--- config.mk ---
export PLATFORM = sky130hd
export DESIGN_NAME = scan_select_sequencer_flat
export DESIGN_NICKNAME = d
export VERILOG_FILES = /design/src/rtl/scan_select_sequencer_if.sv /design/src/rtl/scan_select_sequencer.sv /design/src/flat_wrapper.sv
export SDC_FILE = /design/constraint.sdc
export NUM_CORES = 1
export LEC_CHECK = 0
export ABC_AREA = 1
export ABC_CLOCK_PERIOD_IN_PS = 1240
export CELL_PAD_IN_SITES_DETAIL_PLACEMENT = 1
export CELL_PAD_IN_SITES_GLOBAL_PLACEMENT = 1
export CORE_ASPECT_RATIO = 1.75
export CORE_MARGIN = 2
export CORE_UTILIZATION = 25
export DETAILED_ROUTE_END_ITERATION = 10
export PLACE_DENSITY = 0.55
export SLEW_MARGIN = 40
export SYNTH_ARGS = -nofsm -noshare
export SYNTH_HDL_FRONTEND = slang
export SYNTH_SLANG_ARGS = --single-unit
export TNS_END_PERCENT = 1
--- constraint.sdc ---
create_clock -name clk -period 1.24 [get_ports clk]
set_input_delay 0.372 -clock clk [delete_from_list [all_inputs] [get_ports clk]]
set_output_delay 0.372 -clock clk [all_outputs]
set_load 0.02 [all_outputs]
--- src/rtl/scan_select_sequencer_if.sv ---
// Control/status bundle between a scan controller and the sequencer.
// Ports: start/stop/hold/mode requests in; a/b/valid/busy/done status out.
interface scan_select_sequencer_if;
  logic start;
  logic stop;
  logic hold;
  logic mode;
  logic a;
  logic b;
  logic valid;
  logic busy;
  logic done;

  modport master (
    output start, stop, hold, mode,
    input  a, b, valid, busy, done
  );

  modport slave (
    input  start, stop, hold, mode,
    output a, b, valid, busy, done
  );
endinterface

--- src/rtl/scan_select_sequencer.sv ---
// Steps the 2-bit decoder select {a,b} 00->11, DWELL cycles per code.
// Ports: clk, rst (sync, active-high), bus (slave: ctrl in, status out).
module scan_select_sequencer #(
  parameter int DWELL = 4,
  parameter int CW    = 16
) (
  input  logic                    clk,
  input  logic                    rst,
  scan_select_sequencer_if.slave  bus
);

  typedef enum logic {
    IDLE = 1'b0,
    SCAN = 1'b1
  } state_t;

  localparam logic [CW-1:0] LAST = CW'(DWELL - 1);

  state_t        state_q, state_d;
  logic [1:0]    code_q, code_d;
  logic [CW-1:0] cnt_q, cnt_d;
  logic          mode_q, mode_d;
  logic          done_q, done_d;

  always_ff @(posedge clk) begin
    if (rst) begin
      state_q <= IDLE;
      code_q  <= '0;
      cnt_q   <= '0;
      mode_q  <= 1'b0;
      done_q  <= 1'b0;
    end else begin
      state_q <= state_d;
      code_q  <= code_d;
      cnt_q   <= cnt_d;
      mode_q  <= mode_d;
      done_q  <= done_d;
    end
  end

  always_comb begin
    state_d = state_q;
    code_d  = code_q;
    cnt_d   = cnt_q;
    mode_d  = mode_q;
    done_d  = 1'b0;
    unique case (state_q)
      IDLE: begin
        code_d = '0;
        cnt_d  = '0;
        if (bus.start && !bus.stop) begin
          state_d = SCAN;
          mode_d  = bus.mode;
        end
      end
      SCAN: begin
        if (bus.stop) begin
          state_d = IDLE;
          code_d  = '0;
          cnt_d   = '0;
        end else if (bus.hold) begin
          state_d = SCAN;
        end else if (cnt_q != LAST) begin
          cnt_d = cnt_q + 1'b1;
        end else begin
          cnt_d = '0;
          if (code_q != 2'b11) begin
            code_d = code_q + 2'b01;
          end else if (mode_q) begin
            code_d = 2'b00;
          end else begin
            state_d = IDLE;
            code_d  = 2'b00;
            done_d  = 1'b1;
          end
        end
      end
      default: state_d = IDLE;
    endcase
  end

  // Code is forced to 00 outside SCAN, so a/b need no state gating.
  assign bus.a     = code_q[1];
  assign bus.b     = code_q[0];
  assign bus.valid = (state_q == SCAN);
  assign bus.busy  = (state_q == SCAN);
  assign bus.done  = done_q;

endmodule
--- src/flat_wrapper.sv ---
// flat-port wrapper written by rule: the top's interface ports become plain ports
module scan_select_sequencer_flat 
#(
  parameter int DWELL = 4,
  parameter int CW    = 16
)
  (clk, rst, bus_start, bus_stop, bus_hold, bus_mode, bus_a, bus_b, bus_valid, bus_busy, bus_done);
  scan_select_sequencer_if bus_i ();
  input  logic clk;
  input  logic rst;
  input wire logic [$bits(bus_i.start)-1:0] bus_start;
  input wire logic [$bits(bus_i.stop)-1:0] bus_stop;
  input wire logic [$bits(bus_i.hold)-1:0] bus_hold;
  input wire logic [$bits(bus_i.mode)-1:0] bus_mode;
  output wire logic [$bits(bus_i.a)-1:0] bus_a;
  output wire logic [$bits(bus_i.b)-1:0] bus_b;
  output wire logic [$bits(bus_i.valid)-1:0] bus_valid;
  output wire logic [$bits(bus_i.busy)-1:0] bus_busy;
  output wire logic [$bits(bus_i.done)-1:0] bus_done;
  assign bus_i.start = bus_start;
  assign bus_i.stop = bus_stop;
  assign bus_i.hold = bus_hold;
  assign bus_i.mode = bus_mode;
  assign bus_a = bus_i.a;
  assign bus_b = bus_i.b;
  assign bus_valid = bus_i.valid;
  assign bus_busy = bus_i.busy;
  assign bus_done = bus_i.done;
  scan_select_sequencer #(.DWELL(DWELL), .CW(CW)) u_core (.clk(clk), .rst(rst), .bus(bus_i));
endmodule
==> impl.org <==
** Status
- Result of the run :: complete, but fails checks
- The final reports fail on negative setup slack.

** Pwr
- For this design the static power due to leakage is 0.000676 uW.
- Logic pwr share :: 9.1%
- The share of total power dissipated in the clock network is 36.6%.
- Internal power comes to 956 uW.
- Part of the power in registers :: 54.3%
- Summed over all nets, the switching power comes to 303 uW.
- In this run the power density over the cells is 749 nW/um^2.
- Of the total power, the share spent switching nets is 24.1%.
- VDD IR max :: 0.585 mV

** GRT
- Number of global-route vias before repair :: 1336
- GRT overflow :: 0
- Maximum number of pins on one net before global-route repair :: 13
- The initial antenna violation count is 0.
- The first global-routing pass estimated 5840 um of wire.
- Global routing used 14.1% of the available tracks.

** Min path
- Hold path depth :: 2
- The worst hold path begins at u_core.cnt_q[0].
- Worst Hold Class :: register to register
- For hold timing, the worst endpoint is u_core.cnt_q[0].

** Critical path
- The slowest stage of the critical path belongs to the cell sky130_fd_sc_hd__dfxtp_4.
- Source of the worst register-to-register timing path :: u_core.cnt_q[0]
- Required time of the critical path :: 1400 ps
- Maximum fanout along the worst path :: 4
- Cell-by-cell listing of the critical path :: ha_4, nand3_4, nor2_4, nand3_4, nor2_4, xnor2_1, nor2_1
- The worst setup path is captured at a register.
- Critical path class :: register to register
- CP delay by family, top :: simple AND/OR/NAND/NOR gates
- At the worst endpoint, the arrival time is 1440 ps.
- Internal reg-to-reg setup slack :: -30 ps
- The largest single stage delay on the critical path is 370 ps.
- Together, buffers and inverters on the worst path number 0.
- The number of cells on the worst reg-to-reg path is 7.
- Startpoint kind of the worst setup timing path :: register
- The endpoint identified for the worst register-to-register timing path is u_core.cnt_q[12].

** Floorplan
- For this design the top-level I/O count stands at 11.
- In this run the standard cell core region covers 4670 um^2.
- For this configuration, the core starts out at a cell density of 25.7%.
- The die is 56.3 um wide.
- Std cell rows :: 33
- Die outline height :: 95.6 um
- Die Outline Area :: 5390 um^2

** CTS
- Cts bufs inserted :: 3
- Largest buffer count on any clock path :: 2
- Clock tree from TritonCTS :: yes
- Worst skew pair latency :: 260 ps
- After clock tree synthesis, the clock-pin slew on the worst setup and hold paths is 80 ps.
- CTS built an H-tree with a depth of 1.
- Root Driver :: sky130_fd_sc_hd__clkbuf_8
- The clock drives 21 sinks.
- Quantity of hold-fixing buffers added after cts :: 0

** Synthesis
- The netlist uses 27 different library cells.
- For this run, the leading register cell type out of synthesis is sky130_fd_sc_hd__dfxtp_1.
- Synth Instances :: 165
- Number of enable flip-flop cells after synthesis :: 0
- Warnings from Yosys :: 0
- Post-Synthesis Net Count :: 173
- The synthesized netlist occupies a cell area of 1200 um^2.
- Leading area contributor after synthesis :: sky130_fd_sc_hd__dfxtp_1
- Yosys reg bits :: 21
- Sequential elements use 35.1% of the synthesized area.
- Fraction of synthesis flops using an asynchronous set or reset pin :: 0%
- In this run the biggest area consumer among cell types represents 35.1% of the synthesized area.
- Most area-consuming cells after synthesis :: sky130_fd_sc_hd__dfxtp_1 35%, sky130_fd_sc_hd__nand2_1 11%, sky130_fd_sc_hd__nor2_1 8.5%
- Mean area per synthesized cell :: 7.26 um^2

** Cells and area
- In the final layout, the share of cells above drive strength 1 is 38.8%.
- Final Net Count :: 215
- Most common cell after layout, fill and taps aside :: sky130_fd_sc_hd__nand2_1
- The layout has 601 filler cells.
- Post-Layout Cell Count :: 258
- Number of inserted diodes :: 0
- Commonest non-fill, non-tap cells in the layout :: 32 x sky130_fd_sc_hd__nand2_1, 31 x sky130_fd_sc_hd__buf_4, 25 x sky130_fd_sc_hd__nor2_1
- Summing all non-filler instances in the final layout gives an area of 1680 um^2.
- Compared with the post-synthesis result, the final layout area differs by 40.2%.

** Route
- Post-route antenna net violation count :: 0
- After the first detailed-routing iteration, the DRC count stood at 5.
- In the final routed layout, each cell accounts on average for 12.7 um.
- In the routed design, unresolved DRC markers number 0.
- Vias after detailed routing :: 1147
- Using the TritonRoute via totals, the vias-per-cell ratio works out to 4.45.
- For this block, the routed nets add up to 3280 um of wire.
- For this run, the detailed router's first-pass iteration total came to 2.

** STA
- Setup violations remaining at the end of the flow were counted as 15.
- Post-Route Skew :: 6.93 ps
- In the final timing run, aggregate negative setup slack is -274 ps.
- Final worst hold slack :: 524 ps
- Setup slack of the critical path after layout :: -33.3 ps
- Unrepaired setup endpoints after global routing :: true
- Relative max-transition margin :: 81.3%
- The total count of hold-check failures in the final report is 0.
- Time the worst path needs with I/O delays and setup :: 1270 ps
- Slew at the pin closest to its max-slew limit :: 281 ps
- Dividing the final minimum period by the clock period gives 103%.
- The max-slew violation total from the final report is 0.
- FMAX :: 785 MHz

** Job
- Total of max-cap violations :: 0

** Place
- Counting tap cells, the placed design contains a total of 252 instances.
- HPWL Detailed :: 2840 um
- In this run the cell area measured after placement is 1560 um^2.
- Routability congestion estimate from global placement :: 0.774
- Port buffering added 10 buffers.
## routing by layer
layer  track usage, %  wire, um
met1             12.3      1040
met2             31.3      2130
met3            0.950        52
met4             5.56        53
met5                0         0
## worst max path at each step
| stage | end | from | slack [ps] | depth (start not counted) |
|---|---|---|---|---|
| after CTS | u_core.cnt_q[14] | u_core.cnt_q[0] | -100 | 8 |
| after detailed placement | u_core.cnt_q[14] | bus_stop | -520 | 8 |
| after floorplan | u_core.cnt_q[14] | u_core.bus.busy | -2 | 7 |
| after global routing | u_core.cnt_q[4] | u_core.bus.busy | -140 | 8 |
| final | u_core.cnt_q[12] | u_core.cnt_q[0] | -30 | 7 |
| after global placement | u_core.cnt_q[14] | bus_stop | -490 | 8 |
## timing repair
item,4_1_cts,5_1_grt
gates resized for setup,33,9
setup buffers,2,0
pin swaps,5,5
endpoints found under the setup margin,25,19
## final cells by class
type                       instances  area [um^2]  share of cell area [%]
inverter                          20         75.1                    4.47
multi-input combinational        120          749                    44.6
clock buffer                       4         45.0                    2.68
sequential                        21          434                    25.8
tap                               52         65.1                    3.87
timing repair buffer              41          312                    18.5
## synth_stat cells, drive strengths merged, types with 2 or more instances
library cell / number
inv: 20
nor3: 7
a21oi: 12
buf: 3
dfxtp: 21
nand2: 41
ha: 2
xnor2: 5
nand3: 8
o21ai: 2
xor2: 2
nor2: 38
## power by group through the flow
stage	logic, uW	clock network (uW)	registers (uW)
2_1_floorplan	57.9	0	708
3_3_place_gp	116	0	703
3_5_place_dp	119	0	704
4_1_cts	117	485	685
5_1_grt	126	517	685
6_report	114	461	684
## metrics by stage
step | utilization, % | power (uW) | worst slack [ps]
CTS | 35.5 | 1290 | -102
global placement | 33.5 | 819 | -495
detailed placement | 33.5 | 823 | -521
finish | 36.0 | 1260 | -33.3
floorplan | - | 766 | -1.82
global route | 36.0 | 1330 | -143
## cell families (layout without fill, tap and decap cells)
family | count (synthesis) | after routing | share of synthesized area [%]
adder cells (fa/ha/maj) | 2 | 2 | 2.09
AND/OR/NAND/NOR | 96 | 96 | 41.2
AO/OA/AOI/OAI | 15 | 15 | 7.10
flip-flops | 21 | 21 | 35.1
buffers and inverters | 24 | 65 | 9.39
XOR/XNOR | 7 | 7 | 5.11
## worst register-to-register path, cell delays in order, from the launching register on
cell and delay (ps):
sky130_fd_sc_hd__dfxtp_4 370, sky130_fd_sc_hd__ha_4 170, sky130_fd_sc_hd__nand3_4 80, sky130_fd_sc_hd__nor2_4 120, sky130_fd_sc_hd__nand3_4 110, sky130_fd_sc_hd__nor2_4 140
sky130_fd_sc_hd__xnor2_1 130, sky130_fd_sc_hd__nor2_1 50
## state kept, by name (all words and copies together), names as in the netlist
name,cells
u_core.cnt_q,16
u_core.code_q,2
u_core.bus.busy,1
u_core.bus.done,1
u_core.mode_q,1
(Power assumes the default switching activity.)
